$ cat config.mk
export PLATFORM = sky130hd
export DESIGN_NAME = inst_fetch_queue_mw
export DESIGN_NICKNAME = d
export VERILOG_FILES = /design/src/rtl/inst_fetch_queue_mw_pkg.sv /design/src/rtl/inst_fetch_queue_mw_fetch_group_ram.sv /design/src/rtl/inst_fetch_queue_mw.sv
export SDC_FILE = /design/constraint.sdc
export NUM_CORES = 2
export LEC_CHECK = 0
export ABC_AREA = 1
export BUFFER_PORTS_ARGS = -buffer_cell sky130_fd_sc_hd__buf_2
export CAP_MARGIN = 20
export CORE_MARGIN = 2
export CORE_UTILIZATION = 65
export DETAILED_ROUTE_END_ITERATION = 12
export GPL_ROUTABILITY_DRIVEN = 0
export PLACE_DENSITY = 0.81
export SYNTH_ARGS = -nofsm -noshare
export SYNTH_HDL_FRONTEND = slang
export SYNTH_SLANG_ARGS = --single-unit
$ cat constraint.sdc
create_clock -name clk -period 18.1 [get_ports clk]
set_input_delay 2.715 -clock clk [delete_from_list [all_inputs] [get_ports clk]]
set_output_delay 2.715 -clock clk [all_outputs]
set_load 0.1 [all_outputs]
$ cat src/rtl/inst_fetch_queue_mw_pkg.sv
// Shared definitions for the multi-word instruction fetch queue:
// exception codes, response classification and a constant log2 helper.
package inst_fetch_queue_mw_pkg;

  // Exception code reported with each instruction beat.
  localparam logic [4:0] ADEL          = 5'h04;
  localparam logic [4:0] INVALID_EXCEP = 5'h1f;

  // Classification of an incoming cache line response.
  typedef enum logic [1:0] {
    RESP_NONE,  // no response, or an unsolicited one
    RESP_DROP,  // belongs to a group discarded by an earlier flush
    RESP_FILL   // belongs to the oldest live unanswered group
  } resp_kind_e;

  // Ceiling log2, usable in constant expressions.
  function automatic int clog2(input int value);
    int result;
    result = 0;
    for (int v = value - 1; v > 0; v = v >> 1) begin
      result++;
    end
    return result;
  endfunction

endpackage

$ cat src/rtl/inst_fetch_queue_mw_fetch_group_ram.sv
// Fetch group storage: one write port for allocation fields (pc, count,
// meta), one write port for the returned cache line, one async read port.
module inst_fetch_queue_mw_fetch_group_ram #(
  parameter int FETCH_WIDTH = 4,
  parameter int IFQ_ENTRY   = 8,
  parameter int META_WIDTH  = 64,
  parameter int CNT_W       = 3,
  parameter int IDX_W       = 3
) (
  input  logic                      clk,
  input  logic                      alloc_en,
  input  logic [IDX_W-1:0]          alloc_idx,
  input  logic [31:0]               alloc_pc,
  input  logic [CNT_W-1:0]          alloc_cnt,
  input  logic [META_WIDTH-1:0]     alloc_meta,
  input  logic                      line_en,
  input  logic [IDX_W-1:0]          line_idx,
  input  logic [32*FETCH_WIDTH-1:0] line_data,
  input  logic [IDX_W-1:0]          rd_idx,
  output logic [31:0]               rd_pc,
  output logic [CNT_W-1:0]          rd_cnt,
  output logic [META_WIDTH-1:0]     rd_meta,
  output logic [32*FETCH_WIDTH-1:0] rd_line
);

  logic [31:0]               pc_mem   [IFQ_ENTRY];
  logic [CNT_W-1:0]          cnt_mem  [IFQ_ENTRY];
  logic [META_WIDTH-1:0]     meta_mem [IFQ_ENTRY];
  logic [32*FETCH_WIDTH-1:0] line_mem [IFQ_ENTRY];

  // Capture group fields when the request is issued.
  // NOTE: the storage arrays have no reset; validity lives in the top-level
  // line_vld flags, so resetting wide data would only cost flops and routing.
  always_ff @(posedge clk) begin
    if (alloc_en) begin
      // NOTE: non-blocking assignments keep every register sampling the
      // pre-edge values, independent of statement or block ordering.
      pc_mem[alloc_idx]   <= alloc_pc;
      cnt_mem[alloc_idx]  <= alloc_cnt;
      meta_mem[alloc_idx] <= alloc_meta;
    end
  end

  // Capture the cache line when its response arrives.
  always_ff @(posedge clk) begin
    if (line_en) begin
      line_mem[line_idx] <= line_data;
    end
  end

  assign rd_pc   = pc_mem[rd_idx];
  assign rd_cnt  = cnt_mem[rd_idx];
  assign rd_meta = meta_mem[rd_idx];
  assign rd_line = line_mem[rd_idx];

endmodule

$ cat src/rtl/inst_fetch_queue_mw.sv
// Multi-word fetch queue between the PC generator/BPU and the I-cache.
// Issues one line-aligned request per fetch group, matches in-order line
// responses to groups, and streams one instruction per cycle to decode.
// After a flush, responses still owed by the cache are counted as stale
// and dropped as they arrive.
module inst_fetch_queue_mw
  import inst_fetch_queue_mw_pkg::*;
#(
  parameter int FETCH_WIDTH     = 4,
  parameter int IFQ_ENTRY       = 8,
  parameter int MAX_OUTSTANDING = 4,
  parameter int META_WIDTH      = 64,
  localparam int LOG_FW         = clog2(FETCH_WIDTH)
) (
  input  logic                      clk,
  input  logic                      rst,
  input  logic                      flush,
  input  logic                      fa_valid,
  output logic                      fa_ready,
  input  logic [31:0]               fa_pc,
  input  logic [LOG_FW:0]           fa_cnt,
  input  logic [META_WIDTH-1:0]     fa_meta,
  output logic                      inst_addr_valid,
  input  logic                      inst_addr_ready,
  output logic [31:0]               inst_addr,
  input  logic                      inst_line_valid,
  output logic                      inst_line_ready,
  input  logic [32*FETCH_WIDTH-1:0] inst_line,
  output logic                      inst_valid,
  input  logic                      inst_ready,
  output logic [31:0]               inst,
  output logic [31:0]               pc,
  output logic [29:0]               pc_4,
  output logic [META_WIDTH-1:0]     meta,
  output logic [4:0]                excep_code
);

  localparam int LOG_Q  = clog2(IFQ_ENTRY);
  localparam int QCNT_W = LOG_Q + 1;
  localparam int CNT_W  = LOG_FW + 1;
  localparam int OUT_W  = clog2(MAX_OUTSTANDING + 1);

  logic [LOG_Q-1:0]  wr_ptr, resp_ptr, rd_ptr;
  logic [QCNT_W-1:0] count;
  logic [OUT_W-1:0]  unanswered, stale;
  logic [LOG_FW-1:0] slot;
  logic [IFQ_ENTRY-1:0] line_vld, vld_set, vld_clr;

  logic              can_alloc, alloc_fire, line_wr, out_fire, last_beat, pop;
  logic [CNT_W-1:0]  room, eff_cnt;
  resp_kind_e        resp_kind;

  logic [31:0]               head_pc;
  logic [CNT_W-1:0]          head_cnt;
  logic [32*FETCH_WIDTH-1:0] head_line;
  logic                      head_misaligned;
  logic [LOG_FW-1:0]         word_idx;

  // ---------------- request side ----------------
  assign can_alloc = (count < QCNT_W'(IFQ_ENTRY)) &&
                     ((unanswered + stale) < OUT_W'(MAX_OUTSTANDING));

  // Held low during reset so nothing is offered while state is cleared.
  assign inst_addr_valid = fa_valid & can_alloc & ~flush & rst;
  assign fa_ready        = inst_addr_ready & can_alloc & ~flush & rst;
  assign alloc_fire      = fa_valid & fa_ready;
  assign inst_addr       = {fa_pc[31:2+LOG_FW], {(2+LOG_FW){1'b0}}};

  assign room = CNT_W'(FETCH_WIDTH) - CNT_W'(fa_pc[2+:LOG_FW]);

  // Clamp the group so it never runs past the end of its cache line.
  always_comb begin
    // NOTE: assigning a default first guarantees every path drives eff_cnt,
    // so no latch is inferred.
    eff_cnt = fa_cnt;
    if (fa_pc[1:0] != 2'b00 || fa_cnt == '0) begin
      eff_cnt = CNT_W'(1);
    end else if (fa_cnt > room) begin
      eff_cnt = room;
    end
  end

  // ---------------- response side ----------------
  assign inst_line_ready = 1'b1;

  // Classify the response: stale lines are owed to flushed groups.
  always_comb begin
    resp_kind = RESP_NONE;
    if (inst_line_valid) begin
      if (stale != '0)           resp_kind = RESP_DROP;
      else if (unanswered != '0) resp_kind = RESP_FILL;
    end
  end

  assign line_wr = (resp_kind == RESP_FILL) & ~flush;

  // ---------------- storage ----------------
  inst_fetch_queue_mw_fetch_group_ram #(
    .FETCH_WIDTH (FETCH_WIDTH),
    .IFQ_ENTRY   (IFQ_ENTRY),
    .META_WIDTH  (META_WIDTH),
    .CNT_W       (CNT_W),
    .IDX_W       (LOG_Q)
  ) u_ram (
    .clk        (clk),
    .alloc_en   (alloc_fire),
    .alloc_idx  (wr_ptr),
    .alloc_pc   (fa_pc),
    .alloc_cnt  (eff_cnt),
    .alloc_meta (fa_meta),
    .line_en    (line_wr),
    .line_idx   (resp_ptr),
    .line_data  (inst_line),
    .rd_idx     (rd_ptr),
    .rd_pc      (head_pc),
    .rd_cnt     (head_cnt),
    .rd_meta    (meta),
    .rd_line    (head_line)
  );

  // ---------------- decode side ----------------
  assign inst_valid      = line_vld[rd_ptr] & ~flush;
  assign out_fire        = inst_valid & inst_ready;
  assign last_beat       = (CNT_W'(slot) == head_cnt - CNT_W'(1));
  assign pop             = out_fire & last_beat;
  assign head_misaligned = (head_pc[1:0] != 2'b00);
  assign word_idx        = head_pc[2+:LOG_FW] + slot;

  assign inst       = head_misaligned ? 32'h0 : head_line[int'(word_idx)*32 +: 32];
  assign pc         = head_pc + {{(30-LOG_FW){1'b0}}, slot, 2'b00};
  assign pc_4       = pc[31:2] + 30'd1;
  assign excep_code = head_misaligned ? ADEL : INVALID_EXCEP;

  // Per-entry line-valid set/clear requests for this cycle.
  always_comb begin
    vld_set = '0;
    vld_clr = '0;
    if (alloc_fire) vld_clr[wr_ptr]   = 1'b1;
    if (pop)        vld_clr[rd_ptr]   = 1'b1;
    if (line_wr)    vld_set[resp_ptr] = 1'b1;
  end

  // Pointer, occupancy, outstanding/stale and slot bookkeeping.
  always_ff @(posedge clk or negedge rst) begin
    if (!rst) begin
      wr_ptr     <= '0;
      resp_ptr   <= '0;
      rd_ptr     <= '0;
      count      <= '0;
      unanswered <= '0;
      stale      <= '0;
      slot       <= '0;
      line_vld   <= '0;
    end else if (flush) begin
      wr_ptr     <= '0;
      resp_ptr   <= '0;
      rd_ptr     <= '0;
      count      <= '0;
      unanswered <= '0;
      stale      <= stale + unanswered - OUT_W'(resp_kind != RESP_NONE);
      slot       <= '0;
      line_vld   <= '0;
    end else begin
      if (alloc_fire) wr_ptr   <= wr_ptr + LOG_Q'(1);
      if (line_wr)    resp_ptr <= resp_ptr + LOG_Q'(1);
      if (pop)        rd_ptr   <= rd_ptr + LOG_Q'(1);
      count      <= count + QCNT_W'(alloc_fire) - QCNT_W'(pop);
      unanswered <= unanswered + OUT_W'(alloc_fire) - OUT_W'(line_wr);
      stale      <= stale - OUT_W'(resp_kind == RESP_DROP);
      if (pop)           slot <= '0;
      else if (out_fire) slot <= slot + LOG_FW'(1);
      line_vld   <= (line_vld & ~vld_clr) | vld_set;
    end
  end

endmodule
Yosys cells after proc, flatten, opt, wreduce, memory -nomap -nowiden:

Memory sizes are Yosys's and may differ from the RTL's.
Index checks and enable logic that the tools add are counted.

* RAM bits: 1816
* bits of input ports: 234
* word-level logic and storage cells: 107
* memories: 4
* register bits: 29
* output and inout bits: 199

Memory list
* u_ram.line_mem: words 8, width 128, read ports 1, clocked after memory_dff 0, wr ports 1, line inst_fetch_queue_mw_fetch_group_ram.sv:29 `logic [32*FETCH_WIDTH-1:0] line_mem [IFQ_ENTRY];`
* u_ram.meta_mem: words 8, width 64, read ports 1, clocked after memory_dff 0, wr ports 1, line inst_fetch_queue_mw_fetch_group_ram.sv:28 `logic [META_WIDTH-1:0] meta_mem [IFQ_ENTRY];`
* u_ram.pc_mem: words 8, width 32, read ports 1, clocked after memory_dff 0, wr ports 1, line inst_fetch_queue_mw_fetch_group_ram.sv:26 `logic [31:0] pc_mem [IFQ_ENTRY];`
* u_ram.cnt_mem: words 8, width 3, read ports 1, clocked after memory_dff 0, wr ports 1, line inst_fetch_queue_mw_fetch_group_ram.sv:27 `logic [CNT_W-1:0] cnt_mem [IFQ_ENTRY];`

* multiplexer cells: 35
* bitwise gates (word level): 16
* shift operators: 1
* magnitude comparators: 9
* equality and inequality tests: 3
* reduce and logical (&&, ||, !) cells: 15
* $add $sub $neg: 16

Operators by type and width (count)
* $shiftx A128 B8 Y32: 1
* $add A32 B4 Y32: 1
* $mux W32: 1
* $mux W8: 4
* $add A30 B1 Y30 const B: 1
* $mux W3: 10
* $or A8 B8 Y8: 2
* $lt A3 B4 Y1 const B: 3
* $mux W2: 6
* $reduce_bool A2 Y1: 6
* $and A1 B1 Y1: 11
* $add A3 B1 Y3 const B: 3
* $demux W1 S3: 3
* $ge A3 B1 Y1 const B: 3
* $reduce_bool A3 Y1: 3
* $sub A3 B1 Y3: 3
* $and A8 B8 Y8: 1
* $mux W1: 8
* $not A8 Y8: 1
* $mux W5: 1
* $add A4 B1 Y4: 1
* $logic_and A1 B1 Y1: 4
* $lt A4 B4 Y1 const B: 1
* $mux W4: 1
* other kinds (16): 16

Logic depth before layout (Yosys ltp):

* word-level depth: 14
* mapped depth: 29
* depth with buffers taken out: 24

Hierarchy:

A second synthesis with hierarchy kept.

* cells, all modules: 8881
* area total of the unflattened synthesis: 84218.3 sq um

By module, submodules not included
* inst_fetch_queue_mw_fetch_group_ram: area each 78763.0 sq um, seq. area each 54532.3 sq um, times used 1, cells an instance 7880
* inst_fetch_queue_mw: area each 5455.2 sq um, seq. area each 725.7 sq um, times used 1, cells an instance 1001

Worst setup path after synthesis:

OpenSTA, ideal clock, no wires.

* kind: in2reg
* from: input inst_line_valid
* to: memory u_ram.line_mem[1][0] in the netlist's numbering (enable)
* arrival: 8535 ps
* stages on the path: 6
* path buffers: 0
* setup time: 618 ps
* path slack: 8947 ps
* required time: 17482 ps
* cells stage by stage: nand3_1 nor2_1 inv_1 nor2_1 inv_1 nor2_1

* cells in the longest elaborated chain, start to end: 5

RTL lines
* start: declaration: line inst_fetch_queue_mw.sv:26 `input logic inst_line_valid,`
* $mux W2: line inst_fetch_queue_mw.sv:89 `if (inst_line_valid) begin`
* $eq A2 B2 Y1: line inst_fetch_queue_mw.sv:95 `assign line_wr = (resp_kind == RESP_FILL) & ~flush;`
* $and A1 B1 Y1: line inst_fetch_queue_mw.sv:95
* $mux W1: line inst_fetch_queue_mw_fetch_group_ram.sv:46 `if (line_en) begin`
* $mux W1 (not written as such): line inst_fetch_queue_mw_fetch_group_ram.sv:47 `line_mem[line_idx] <= line_data;`
* end: declaration: line inst_fetch_queue_mw_fetch_group_ram.sv:29

No other way between the ends.

Worst setup path after layout:

* from: register rd_ptr[1]
* to: output inst[19]

* cells in the longest elaborated chain, start to end: 4
* elaborated cells between the ends (all ways): 6
* classes of those cells: add/sub: 1; shift: 1; mux: 1; reduce/logical: 1; memory: 2

RTL lines
* start: declaration: line inst_fetch_queue_mw.sv:43 `logic [LOG_Q-1:0] wr_ptr, resp_ptr, rd_ptr;`
* start signal: assignment: line inst_fetch_queue_mw.sv:166 `if (pop) rd_ptr <= rd_ptr + LOG_Q'(1);`
* $mem_v2 Z8 W32
* $add A2 B2 Y2: line inst_fetch_queue_mw.sv:127 `assign word_idx = head_pc[2+:LOG_FW] + slot;`
* $shiftx A128 B8 Y32: line inst_fetch_queue_mw.sv:129 `assign inst = head_misaligned ? 32'h0 : head_line[int'(word_idx)*32 +: 32];`
* $mux W32 *: line inst_fetch_queue_mw.sv:129
* end: declaration: line inst_fetch_queue_mw.sv:31 `output logic [31:0] inst,`

Every way passes the cells marked *; elsewhere a longest branch is shown, timed or not.

==> metrics.txt <==
status=finished, final reports clean; FFs w/ async S/R, synth=0.01572; first-pass detailed-route iteration total=6; Peak supply drop=between 0.1 and 0.15 mV; Fmax=around 0.1 GHz; Multi-input gate area=roughly 13000 um2; Clock transition at path regs=around 0.060 ns; Ys Warns=0; Post-CTS Setup Inserts=0; Initial DRC Count=6261; post-synth top area share=0.7715; routed wire length=180600 um; I/O Buffers=426; Max Cap Violations=0; CP Launch Type=flop; H-tree levels=4; setup_tns=0 ns; number of synthesized flops with an enable pin=around 1.8k; top cells by area, synth=edfxtp_1, nand2_1, o22ai_1; TritonCTS buffer count=roughly 170; Die H=between 300 and 400 um; Rows=120; Yosys top cell by area=edfxtp_1; capturing point of the worst reg2reg path=count[3]; Initial Util=0.6575; CTS root buf=clkbuf_16; CP endpoint kind=primary output; hold_buf cts=0; RR Startpoint=rd_ptr[1]; Post-CTS Resized=0; drt drc=0; DP Wirelength=95560 um; GR Util All Layers=0.3215; most numerous cell in the Yosys netlist=edfxtp_1; Mean Syn Cell Area=14.93 um2; share of cells above drive strength 1=0.1739; HP Class=flop to flop; Final Util=0.7401; Routed wire per std cell=approximately 27 um; hold path cells=3; M1 GR Usage=0.4288; vias=43.80k; CP Class=flop to primary output; clk_lat worst skew=~0.78 ns; RSZ-0062 raised after global routing=no; HP Start=count[0]; R2R depth=24; Sequential cell area=55260 um2; # IOs=around 430; Synth Instances=around 4.7k; core area=roughly 110000 um2; chip width=roughly 330 um; Final #Nets=~5.4k; initial antenna violation count=between 60 and 70; largest net degree at the start of global routing=between 100 and 150; antenna-violating nets left=0; FF+latch count, synth=~1.8k; pwr dens=about 110 nW/um2; Final Non-Filler Cells=between 6k and 7k; most used routing layer=met2; Vias/cell=6.517; met3 Usage GRT=0.07584; Final Cycle Share=0.5657; Yosys cell types=59; P_leak=about 27 nW; Data required, critical path=~15 ns; Mapped Area=slightly above 70000 um2; Most used DFF post-synth=edfxtp_1; r2r setup slk=approximately 12 ns; CTS tree=yes; Least-Margin Pin Slew=1.114 ns; Layout area overhead=12.56%; Seq/Total Area, Yosys=0.7817; Final Max Tran Viols=0; relative slew slack=0.2574; Final Hold Viols=0; vias in the first global route=~43k; met2 usage=0.5057; fillers=approximately 6k; Critical Path AT=between 7 and 8 ns; first-pass GRT wire length=between 200000 and 300000 um; total die area=between 100000 and 150000 um2; post-layout min period=10.24 ns; Commonest cells post-synth=edfxtp_1, nand2_1, o22ai_1; GRT overflow=0; Min-Delay Endpoint=count[0]; CTS sink count=about 1.8k; CP max FO=59; Clock Skew=about 0.026 ns; final setup violation count=0; placed insts=roughly 6.4k; CTS max path bufs=3
## where the power goes
group	total (mW)	switching (mW)	leakage [nW]	internal, mW
registers	4.71	0.00738	16.7	4.71
logic	0.420	0.337	7.93	0.0831
clock network	3.50	1.53	2.66	1.97
total	8.63	1.88	27.3	6.76
## placed cells by master (no fill, tap or decap), types with 34 or more instances in the layout
cell       instances
a21oi_1           42
a221oi_1          70
a22o_1            40
a22oi_1           90
buf_2            426
buf_4             54
clkbuf_1          40
clkbuf_16        176
clkinv_1          42
clkinv_2          34
diode_2           38
edfxtp_1        1816
inv_1            232
nand2_1          823
nand3_1          101
nand4_1           67
nor2_1           190
o21ai_0          111
o221ai_1          52
o22ai_1          377
o41ai_1           71
or2_2             42
## logic make-up (layout without fill, tap and decap cells)
logic type               Yosys count  after routing  synth area share
AND/OR/NAND/NOR                 1394           1394           0.08735
other                              2             44         0.0001062
XOR/XNOR                          30             30          0.003983
buffers and inverters            533           1073           0.03322
AO/OA/AOI/OAI                    904            904           0.08829
adder cells (fa/ha/maj)           26             26          0.005027
multiplexers                       2              2         0.0002832
flip-flops                      1845           1845            0.7817
## critical path, cell delays in order (launching register included)
cell,delay [ns]
dfrtp_1,0.83
buf_4,0.40
inv_4,0.22
nor2_8,0.33
nand2_4,0.36
inv_2,0.47
buf_4,0.75
a21oi_1,0.17
nand4_1,0.14
ha_2,0.21
fa_1,0.42
buf_4,0.23
inv_1,0.15
buf_4,0.44
nor2_4,0.10
buf_4,0.35
o41ai_1,0.15
nand3_1,0.13
nor2_1,0.29
buf_2,0.50
## worst max path at each step
stage                     from  slack (ns)              endpoint
6_report             rd_ptr[1]        7.86              inst[19]
5_1_grt              rd_ptr[1]        7.59              inst[19]
4_1_cts              rd_ptr[1]        7.95              inst[19]
3_5_place_dp         rd_ptr[1]        8.87              inst[19]
3_3_place_gp         rd_ptr[1]        8.95              inst[19]
2_1_floorplan  inst_line_valid        8.95  u_ram.line_mem[1][0]
## layout make-up
type / instances / share of cell area
clock buffers: 217 / 0.05741
well taps: 1403 / 0.02206
multi-input cells: 2362 / 0.1672
clock inverters: 103 / 0.01124
inverters: 267 / 0.01282
repair buffers: 486 / 0.03350
diodes: 38 / 0.001195
flip-flops and latches: 1845 / 0.6945
## routing by layer
metal / up-vias / wire length (um)
met4: 50 / 7547
li1: 18791 / -
met3: 486 / 21720
met2: 3152 / 85870
met5: - / 331
met1: 21325 / 65090
## registers in the layout, indices dropped and copies added, names as in the netlist, 3 cells and up
name            cells
resp_ptr            3
wr_ptr              3
line_vld            8
unanswered          3
stale               3
count               4
u_ram.cnt_mem      24
u_ram.line_mem   1024
u_ram.pc_mem      256
u_ram.meta_mem    512
rd_ptr              3
## per-stage QoR
step                worst slack [ns]  hold WS [ns]  instance area, um2  total power [mW]
floorplan                      8.947        0.5283               70700             5.071
global placement               8.952        0.5479               73960             5.205
detailed placement             8.868        0.5862               73960             5.215
CTS                            7.947        0.6028               79420             8.628
global route                   7.589        0.6241               79550             8.817
finish                         7.860        0.5909               79570             8.631
Power figures use the tool's default switching activity.
